$ cat src/rtl/ma_pkg.sv
// Shared types and default widths for the ma command queue and its FIFO.
package ma_pkg;

    localparam int DEF_DEPTH          = 4;
    localparam int DEF_VRF_ADDRWIDTH  = 10;
    localparam int DEF_MRF_ADDRWIDTH  = 6;
    localparam int DEF_ARF_ADDRWIDTH  = 5;
    localparam int DEF_ARF_DATAWIDTH  = 36;
    localparam int DEF_TIMEOUT_CYCLES = 1024;

    typedef struct packed {
        logic                         sel_v_m;
        logic                         load_or_store;
        logic [DEF_VRF_ADDRWIDTH-1:0] v_m_reg;
        logic [DEF_ARF_ADDRWIDTH-1:0] a_reg;
        logic [DEF_ARF_DATAWIDTH-1:0] a_offset;
    } ma_cmd_t;

    localparam int CMD_W = $bits(ma_cmd_t);

    typedef enum logic [1:0] {
        ST_IDLE  = 2'd0,
        ST_ISSUE = 2'd1,
        ST_WAIT  = 2'd2
    } ma_cmd_state_e;

endpackage

$ cat src/rtl/ma_cmd_fifo.sv
// Synchronous FIFO of packed ma_cmd_t words; DEPTH must be a power of two.
module ma_cmd_fifo
    import ma_pkg::*;
#(
    parameter int DEPTH = DEF_DEPTH
) (
    input  logic                       clk,
    input  logic                       rst_n,
    input  logic                       i_push,
    input  logic                       i_pop,
    input  logic [CMD_W-1:0]           i_wdata,
    output logic [CMD_W-1:0]           o_rdata,
    output logic [$clog2(DEPTH+1)-1:0] o_count,
    output logic                       o_full,
    output logic                       o_empty
);

    localparam int PW = $clog2(DEPTH);
    localparam int CW = $clog2(DEPTH+1);

    logic [CMD_W-1:0] r_mem [DEPTH];
    logic [PW-1:0]    r_wr_ptr;
    logic [PW-1:0]    r_rd_ptr;
    logic [CW-1:0]    r_count;

    assign o_rdata = r_mem[r_rd_ptr];
    assign o_count = r_count;
    assign o_full  = (r_count == CW'(DEPTH));
    assign o_empty = (r_count == '0);

    // Storage needs no reset; occupancy is tracked by the pointers and count.
    always_ff @(posedge clk) begin
        if (i_push) begin
            r_mem[r_wr_ptr] <= i_wdata;
        end
    end

    always_ff @(posedge clk or negedge rst_n) begin
        if (!rst_n) begin
            r_wr_ptr <= '0;
            r_rd_ptr <= '0;
            r_count  <= '0;
        end else begin
            if (i_push) r_wr_ptr <= r_wr_ptr + PW'(1);
            if (i_pop)  r_rd_ptr <= r_rd_ptr + PW'(1);
            if (i_push && !i_pop)      r_count <= r_count + CW'(1);
            else if (i_pop && !i_push) r_count <= r_count - CW'(1);
        end
    end

endmodule

$ cat src/rtl/ma_cmd_queue.sv
// Buffers ma load/store commands and issues them one at a time, gated by DDR4 link-up.
// Optional watchdog on the WAIT state enabled by defining MA_CMD_QUEUE_TIMEOUT_EN.
module ma_cmd_queue
  import ma_pkg::*;
#(
  parameter int DEPTH          = DEF_DEPTH,
  parameter int VRF_ADDRWIDTH  = DEF_VRF_ADDRWIDTH,
  parameter int MRF_ADDRWIDTH  = DEF_MRF_ADDRWIDTH,
  parameter int ARF_ADDRWIDTH  = DEF_ARF_ADDRWIDTH,
  parameter int ARF_DATAWIDTH  = DEF_ARF_DATAWIDTH,
  parameter int TIMEOUT_CYCLES = DEF_TIMEOUT_CYCLES
) (
  input  logic                       clk,
  input  logic                       rst_n,
  input  logic                       cmd_valid_i,
  output logic                       cmd_ready_o,
  input  logic                       cmd_sel_v_m_i,
  input  logic                       cmd_load_or_store_i,
  input  logic [VRF_ADDRWIDTH-1:0]   cmd_v_m_reg_i,
  input  logic [ARF_ADDRWIDTH-1:0]   cmd_a_reg_i,
  input  logic [ARF_DATAWIDTH-1:0]   cmd_a_offset_i,
  input  logic                       ddr4_linkup_i,
  output logic                       ma_start_o,
  output logic                       ma_select_v_m_o,
  output logic                       ma_v_load_or_store_o,
  output logic [VRF_ADDRWIDTH-1:0]   ma_v_m_reg_o,
  output logic [ARF_ADDRWIDTH-1:0]   ma_a_reg_o,
  output logic [ARF_DATAWIDTH-1:0]   ma_a_offset_o,
  input  logic                       ma_done_i,
  output logic                       busy_o,
  output logic [$clog2(DEPTH+1)-1:0] q_count_o,
  output logic [15:0]                retired_o,
  output logic [1:0]                 dbg_state_o
`ifdef MA_CMD_QUEUE_TIMEOUT_EN
  ,
  output logic                       timeout_o
`endif
);

  // Valid/ready: a command transfers on every rising edge where cmd_valid_i
  // and cmd_ready_o are both high; ready depends only on registered occupancy.

  localparam logic [VRF_ADDRWIDTH-1:0] M_MASK = VRF_ADDRWIDTH'((1 << MRF_ADDRWIDTH) - 1);

  ma_cmd_state_e r_state;
  ma_cmd_state_e w_state_next;
  ma_cmd_t       w_cmd_in;
  ma_cmd_t       w_cmd_head;
  logic          w_push;
  logic          w_pop;
  logic          w_retire;
  logic          w_full;
  logic          w_empty;

  logic                     r_start;
  logic                     r_sel;
  logic                     r_ls;
  logic [VRF_ADDRWIDTH-1:0] r_vm_reg;
  logic [ARF_ADDRWIDTH-1:0] r_a_reg;
  logic [ARF_DATAWIDTH-1:0] r_a_off;
  logic [15:0]              r_retired;

`ifdef MA_CMD_QUEUE_TIMEOUT_EN
  localparam int TW = $clog2(TIMEOUT_CYCLES+1);
  logic [TW-1:0] r_wait_cnt;
  logic          r_timeout;
  logic          w_timeout;
`endif

  always_comb begin
    w_cmd_in               = '0;
    w_cmd_in.sel_v_m       = cmd_sel_v_m_i;
    w_cmd_in.load_or_store = cmd_load_or_store_i;
    w_cmd_in.v_m_reg       = cmd_v_m_reg_i;
    w_cmd_in.a_reg         = cmd_a_reg_i;
    w_cmd_in.a_offset      = cmd_a_offset_i;
  end

  assign cmd_ready_o = !w_full;
  assign w_push      = cmd_valid_i && cmd_ready_o;

  ma_cmd_fifo #(.DEPTH(DEPTH)) u_fifo (
    .clk     (clk),
    .rst_n   (rst_n),
    .i_push  (w_push),
    .i_pop   (w_pop),
    .i_wdata (w_cmd_in),
    .o_rdata (w_cmd_head),
    .o_count (q_count_o),
    .o_full  (w_full),
    .o_empty (w_empty)
  );

  always_comb begin
    w_state_next = r_state;
    w_pop        = 1'b0;
    w_retire     = 1'b0;
`ifdef MA_CMD_QUEUE_TIMEOUT_EN
    w_timeout    = 1'b0;
`endif
    case (r_state)
      ST_IDLE: begin
        if (!w_empty && ddr4_linkup_i) begin
          w_pop        = 1'b1;
          w_state_next = ST_ISSUE;
        end
      end
      ST_ISSUE: w_state_next = ST_WAIT;
      ST_WAIT: begin
        // Done has priority over a watchdog expiry on the same edge.
        if (ma_done_i) begin
          w_retire     = 1'b1;
          w_state_next = ST_IDLE;
        end
`ifdef MA_CMD_QUEUE_TIMEOUT_EN
        else if (r_wait_cnt == TW'(TIMEOUT_CYCLES - 1)) begin
          w_timeout    = 1'b1;
          w_state_next = ST_IDLE;
        end
`endif
      end
      default: w_state_next = ST_IDLE;
    endcase
  end

  always_ff @(posedge clk or negedge rst_n) begin
    if (!rst_n) begin
      r_state   <= ST_IDLE;
      r_start   <= 1'b0;
      r_sel     <= 1'b0;
      r_ls      <= 1'b0;
      r_vm_reg  <= '0;
      r_a_reg   <= '0;
      r_a_off   <= '0;
      r_retired <= '0;
    end else begin
      r_state <= w_state_next;
      r_start <= w_pop;
      if (w_pop) begin
        r_sel    <= w_cmd_head.sel_v_m;
        r_ls     <= w_cmd_head.load_or_store;
        r_vm_reg <= w_cmd_head.sel_v_m ? (w_cmd_head.v_m_reg & M_MASK)
                                       : w_cmd_head.v_m_reg;
        r_a_reg  <= w_cmd_head.a_reg;
        r_a_off  <= w_cmd_head.a_offset;
      end
      if (w_retire) r_retired <= r_retired + 16'd1;
    end
  end

`ifdef MA_CMD_QUEUE_TIMEOUT_EN
  always_ff @(posedge clk or negedge rst_n) begin
    if (!rst_n) begin
      r_wait_cnt <= '0;
      r_timeout  <= 1'b0;
    end else begin
      r_wait_cnt <= (r_state == ST_WAIT) ? r_wait_cnt + TW'(1) : '0;
      if (w_timeout) r_timeout <= 1'b1;
    end
  end

  assign timeout_o = r_timeout;
`endif

  assign ma_start_o           = r_start;
  assign ma_select_v_m_o      = r_sel;
  assign ma_v_load_or_store_o = r_ls;
  assign ma_v_m_reg_o         = r_vm_reg;
  assign ma_a_reg_o           = r_a_reg;
  assign ma_a_offset_o        = r_a_off;
  assign busy_o               = (r_state != ST_IDLE);
  assign retired_o            = r_retired;
  assign dbg_state_o          = r_state;

endmodule
$ cat config.mk
export PLATFORM = sky130hd
export DESIGN_NAME = ma_cmd_queue
export DESIGN_NICKNAME = d
export VERILOG_FILES = /design/src/rtl/ma_pkg.sv /design/src/rtl/ma_cmd_fifo.sv /design/src/rtl/ma_cmd_queue.sv
export SDC_FILE = /design/constraint.sdc
export NUM_CORES = 1
export LEC_CHECK = 0
export ABC_AREA = 1
export CORE_ASPECT_RATIO = 1.1
export CORE_UTILIZATION = 63
export CTS_BUF_LIST = sky130_fd_sc_hd__clkbuf_4 sky130_fd_sc_hd__clkbuf_8
export DETAILED_ROUTE_END_ITERATION = 12
export GPL_ROUTABILITY_DRIVEN = 1
export HOLD_SLACK_MARGIN = 0.02
export MAX_ROUTING_LAYER = met4
export PLACE_DENSITY_LB_ADDON = 0.3
export REMOVE_ABC_BUFFERS = 1
export SKIP_LAST_GASP = 1
export SYNTH_ARGS = -nofsm -noshare
export SYNTH_HDL_FRONTEND = slang
export SYNTH_HIERARCHICAL = 1
export SYNTH_SLANG_ARGS = --single-unit
$ cat constraint.sdc
create_clock -name clk -period 5.75 [get_ports clk]
set_input_delay 1.15 -clock clk [delete_from_list [all_inputs] [get_ports clk]]
set_output_delay 1.15 -clock clk [all_outputs]
set_load 0.005 [all_outputs]
Yosys cells after proc, flatten, opt, wreduce, memory -nomap -nowiden
Memory sizes are Yosys's and may differ from the RTL's.
Index checks and enable logic that the tools add are counted.
- memories: 1
- register bits after elaboration: 79
- logic and storage cells: 47
- bits in writable memories: 212
- bits of input ports: 58
- memories (memory ; words ; width ; read ports ; clocked after Yosys merged registers in ; wr ports ; RTL line ; text):
    u_fifo.r_mem ; 4 ; 53 ; 1 ; 0 ; 1 ; ma_cmd_fifo.sv:21 ; logic [CMD_W-1:0] r_mem [DEPTH];
- add/subtract/negate cells: 5
- equality and inequality tests: 5
- reductions and logical operators: 13
- muxes and demuxes: 12
- operators by type and width (operator ; number):
    16-bit by 1-bit adder with 16-bit output (second input constant) ; 1
    10-bit 2-to-1 mux ; 1
    1-bit 2-to-1 mux ; 6
    3-bit 2-to-1 mux ; 2
    2-bit one-hot mux with 3 select lines ; 1
    2-bit by 1-bit adder with 2-bit output (second input constant) ; 2
    1-bit logical AND ; 4
    1-bit zero test ; 4
    2-bit 2-to-1 mux ; 2
    2-bit != test (second input constant) ; 2
    2-bit nonzero test ; 2
    3-bit by 1-bit adder with 3-bit output (second input constant) ; 1
    3-bit equality test (second input constant) ; 1
    3-bit zero test ; 1
    3-bit by 1-bit subtractor with 3-bit output (second input constant) ; 1
    2-bit by 1-bit equality test with 1-bit output (second input constant) ; 1
    2-bit equality test (second input constant) ; 1
    2-bit zero test ; 1
    2-bit AND reduction ; 1

Longest topological paths before layout
- word-level depth: 8
- depth in mapped cells: 13

By module
Netlist, hierarchy kept.
- modules (own cells, without submodules) (module ; cells an instance ; area an instance (µm²) ; times used):
    ma_cmd_fifo ; 666 ; 8852.2 ; 1
    ma_cmd_queue ; 340 ; 2921.6 ; 1

Worst setup path before layout
OpenSTA, ideal clock, no wires.
- path type: input port to flip-flop
- start: input port cmd_valid_i
- end: memory u_fifo/r_mem[0][0] in the netlist's numbering, enable pin
- stages on the path: 5
- slack: 2.708 ns
- arrival: 2.635 ns
- cell sequence: inv_1 -> nor2_1 -> clkbuf_1 -> nand2_1 -> inv_1
- longest elaborated chain between the ends: 3
- RTL lines (item ; RTL line ; text):
    start: declaration ; ma_cmd_queue.sv:15 ; input logic cmd_valid_i,
    1-bit logical AND ; ma_cmd_queue.sv:80 ; assign w_push = cmd_valid_i && cmd_ready_o;
    net w_push ; ma_cmd_queue.sv:49 ; logic w_push;
    1-bit 2-to-1 mux ; ma_cmd_fifo.sv:33 ; if (i_push) begin
    1-bit 2-to-1 mux (implied by the code) ; ma_cmd_fifo.sv:34 ; r_mem[r_wr_ptr] <= i_wdata;
    end: declaration ; ma_cmd_fifo.sv:21 ;
The timed path passes the listed nets, and every way through them passes these cells.

Worst setup path in the final report
- start: input port cmd_valid_i
- end: memory u_fifo/r_mem[3][23] in the netlist's numbering, enable pin
The elaborated chain is that of the path after synthesis.

==> reports/qor_table.md <==
| Group | Result | Value |
| --- | --- | --- |
| outcome | Run status | finished, violations left |
| outcome | Violated checks | design-rule violations |
| finish | Antenna cell count | 0 |
| sta | Post-route minimum period | 3120 ps |
| finish | Layout cells sized above 1 | 7.79% |
| sta | Count of endpoints failing setup in the final report | 0 |
| place | Post-placement setup slack | 2080 ps |
| min path | Hold Path Origin | ma_a_reg_o[4] |
| global route | Vias in the first global route | 7654 |
| global route | Largest net degree at the start of global routing | 131 |
| place | Number of buffers added on ports | 134 |
| global route | Number of antenna violations at the first check in global routing | 0 |
| min path | WHS Path Cells | 2 |
| die | Die footprint | 19200 um2 |
| sta | FMAX | 0.321 GHz |
| global route | First-pass GRT wire length | 37800 um |
| yosys | Dominant synthesized flop cell | edfxtp_1 |
| sta | Worst clock skew | 28.8 ps |
| finish | Layout fillers | 1166 |
| critical path | CP max stage cell | inv_2 |
| drt | Wire length per cell | 16.4 um |
| pwr | Max IR drop VDD | 0.303 mV |
| die | Core footprint | 18300 um2 |
| sta | Final max-slew violation count | 0 |
| critical path | Number of buffer and inverter instances along the worst setup path | 4 |
| min path | Hold Crit Class | reg -> reg |
| critical path | Reg-to-reg startpoint | u_fifo/r_rd_ptr[1] |
| yosys | Leading cell types by total area after synthesis | edfxtp_1, dfrtp_1, nand2_1, o211ai_1, inv_1 |
| clock network | Count of clock tree sinks | 291 |
| finish | Area overhead of the layout relative to synthesis | 18.9% |
| drt | Number of remaining DRC errors | 1 |
| yosys | Unique masters post-synth | 23 |
| drt | Met1 routed wirelength after detailed routing | 9600 um |
| clock network | Clock tree from TritonCTS | done |
| yosys | Area of the mapped netlist | 11800 um2 |
| pwr | Cell area power density | 491 nW/um2 |
| drt | Count of antenna-violating nets left after detailed routing | 0 |
| global route | Global router's overall resource usage | 26.0% |
| yosys | Fraction of the yosys area taken by sequential cells | 70.9% |
| sta | Summed negative setup slack over all endpoints | 0 ps |
| critical path | Critical path start-end classification | in -> reg |
| critical path | Worst EP required | 6000 ps |
| yosys | Async SR Flop Fraction | 27.1% |
| critical path | Delay of the slowest cell on the worst path | 790 ps |
| yosys | Most used standard cell by instance count after synthesis | nand2_1 |
| yosys | Number of enable flip-flop cells after synthesis | 212 |
| clock network | Clock latency on the worst-skew pair | 560 ps |
| global route | Residual overflow from global routing | 0 |
| sta | Share of the cycle needed by the critical path after routing | 54.3% |
| critical path | Type of destination of the critical path | register |
| place | HPWL after detailed placement | 13600 um |
| yosys | Area fraction of the dominant cell type after synthesis | 54.1% |
| drt | Sum of met3 wire segment lengths after detailed routing | 1160 um |
| critical path | Cells along the critical path | clkdlybuf4s50_1, inv_1, nor2_1, nand2_1, inv_2, buf_4 |
| die | Die Wd | 132 um |
| yosys | Syn_area_per_cell | 11.7 um2 |
| yosys | Synth Warn # | 6 |
| critical path | Internal reg-to-reg setup slack | 2930 ps |
| clock network | TritonCTS buffer count | 44 |
| job | Max-capacitance violation count | 0 |
| yosys | Cell taking the most area after synthesis | edfxtp_1 |
| drt | Iteration-0 DRC count of the detailed router | 527 |
| yosys | Commonest cells post-synth | nand2_1, edfxtp_1, inv_1 |
| clock network | Resized Gates After CTS | 0 |
| min path | Hold Crit Endpoint | ma_a_reg_o[4] |
| sta | Final-report hold violation count | 0 |
| die | Initial core utilization | 64.2% |
| finish | NumNets Final | 1211 |
| critical path | Number of cells on the worst reg-to-reg path | 6 |
| clock network | CTS clock-pin slew for the worst setup and hold paths | 60 ps |
| yosys | Gate Count Post-Synth | 1006 |
| drt | Sum of routed wire length over all layers | 23300 um |
| drt | Max layer used | met4 |
| clock network | Maximum buffer depth of the clock tree | 3 |
| drt | Vias | 7585 |
| die | Die height | 145 um |
| clock network | CTS root buffer | clkbuf_8 |
| critical path | Worst-path maximum fanout | 43 |
| die | Num rows | 52 |
| place | Weighted congestion reported at the end of routability-driven placement | 0.836 |
| clock network | CTS H-Tree Depth | 2 |
| yosys | Seq cells post-synth | 291 |
| die | Boundary pin count | 135 |
| critical path | CP Launch Type | primary input |
| clock network | Number of hold buffers added after CTS | 0 |
| sta | Final worst slack | 2630 ps |
| sta | Max-Slew Margin vs Limit | 16.2% |
| critical path | CP arrival | 3370 ps |
| sta | Least-Margin Pin Slew | 1260 ps |
| sta | Unrepaired setup endpoints after global routing | false |
| pwr | Static leakage | 5.88 nW |
| critical path | Family with the most delay on the worst path | buffers and inverters |
| drt | Detailed-routed wire length on met2 | 12000 um |
| drt | Detail-routed via count per cell | 5.33 |
| drt | Number of iterations in the first detailed-routing pass | 8 |
| clock network | Setup fix buffers added after clock tree synthesis | 0 |
| critical path | Reg-to-reg critical path endpoint | ma_v_m_reg_o[7] |
==> cells in the final DEF (no fill, tap or decap), types with 2 or more instances in the layout <==
cell type,netlist,layout
inv_2,3,7
xor2_1,9,9
nand2_1,364,364
inv_1,135,131
edfxtp_1,212,212
clkdlybuf4s50_1,0,133
xnor2_1,5,5
clkbuf_8,0,49
ha_1,6,6
buf_4,4,7
nand3_1,8,8
nand4_1,4,4
nor2_2,3,3
clkinv_1,0,9
nor2_1,16,16
clkbuf_4,0,13
dfrtp_1,79,77
clkinv_2,0,8
nor3_1,4,4
o211ai_1,106,106
a21oi_1,2,2
==> per-stage QoR <==
step | hold slack, ps | cell area, um2 | instances | power (mW) | util (%)
2_1_floorplan | 465 | 11400 | 960 | 4.35 | -
3_3_place_gp | 452 | 13100 | 1343 | 5.17 | 71.6
3_5_place_dp | 458 | 13100 | 1343 | 5.28 | 71.6
4_1_cts | 473 | 14000 | 1424 | 6.92 | 76.3
5_1_grt | 492 | 14000 | 1424 | 7.29 | 76.3
6_report | 467 | 14000 | 1424 | 6.88 | 76.3
==> power by group <==
group / leakage (nW) / internal, mW / switching (mW)
registers: 2.93 / 2.82 / 0.406
clock network: 0.462 / 0.871 / 0.763
logic: 2.49 / 0.871 / 1.15
total: 5.88 / 4.56 / 2.32
==> worst register-to-register path, delay by kind of cell, from the launching register on <==
family | cells | cell delay (ps)
DFF | 1 | 1110
AOI/OAI and AO/OA | 1 | 340
buffers and inverters | 1 | 790
and+or+nand+nor | 4 | 500
==> registers in the layout (all words and copies together) (netlist names) <==
| name | count |
|---|---|
| u_fifo/r_mem | 212 |
| ma_a_offset_o | 36 |
| retired_o | 16 |
| ma_v_m_reg_o | 10 |
| ma_a_reg_o | 5 |
| u_fifo/o_count | 3 |
| dbg_state_o | 2 |
| u_fifo/r_rd_ptr | 2 |
| u_fifo/r_wr_ptr | 2 |
| ma_select_v_m_o | 1 |
| ma_start_o | 1 |
| ma_v_load_or_store_o | 1 |
==> layer usage <==
layer | up-vias | GRT usage [%]
met3 | 44 | 4.21
met1 | 3669 | 31.8
met2 | 258 | 43.7
met5 | - | -
met4 | 0 | 9.94
li1 | 3614 | -
==> cell families (layout without fill, tap and decap cells) <==
kind of cell / Yosys count / count (layout) / synth area share (%)
AOI/OAI and AO/OA: 110 / 110 / 6.93
xor gates and xnor gates: 14 / 14 / 1.04
DFF: 291 / 291 / 70.9
and+or+nand+nor: 400 / 400 / 13.1
adders and majority gates: 7 / 7 / 0.808
buffers and inverters: 184 / 359 / 7.23
==> layout make-up <==
type	count	area, um2	area share, %
multi-input cells	531	2580	18.4
inverters	138	518	3.70
flip-flops and latches	291	8350	59.6
clock buffers	62	772	5.52
repair buffers	140	1380	9.89
clock inverters	19	90.1	0.644
well taps	243	304	2.17
==> worst max-delay path by stage <==
stage | startpoint | end | cells after the start
after global placement | cmd_valid_i | u_fifo/r_mem[3][34] | 6
final | cmd_valid_i | u_fifo/r_mem[3][23] | 6
after global routing | ddr4_linkup_i | ma_v_m_reg_o[7] | 8
after detailed placement | cmd_valid_i | u_fifo/r_mem[1][41] | 6
after floorplan | u_fifo/r_rd_ptr[0] | ma_v_m_reg_o[6] | 5
after CTS | cmd_valid_i | u_fifo/r_mem[1][36] | 6
(Power assumes the default switching activity.)
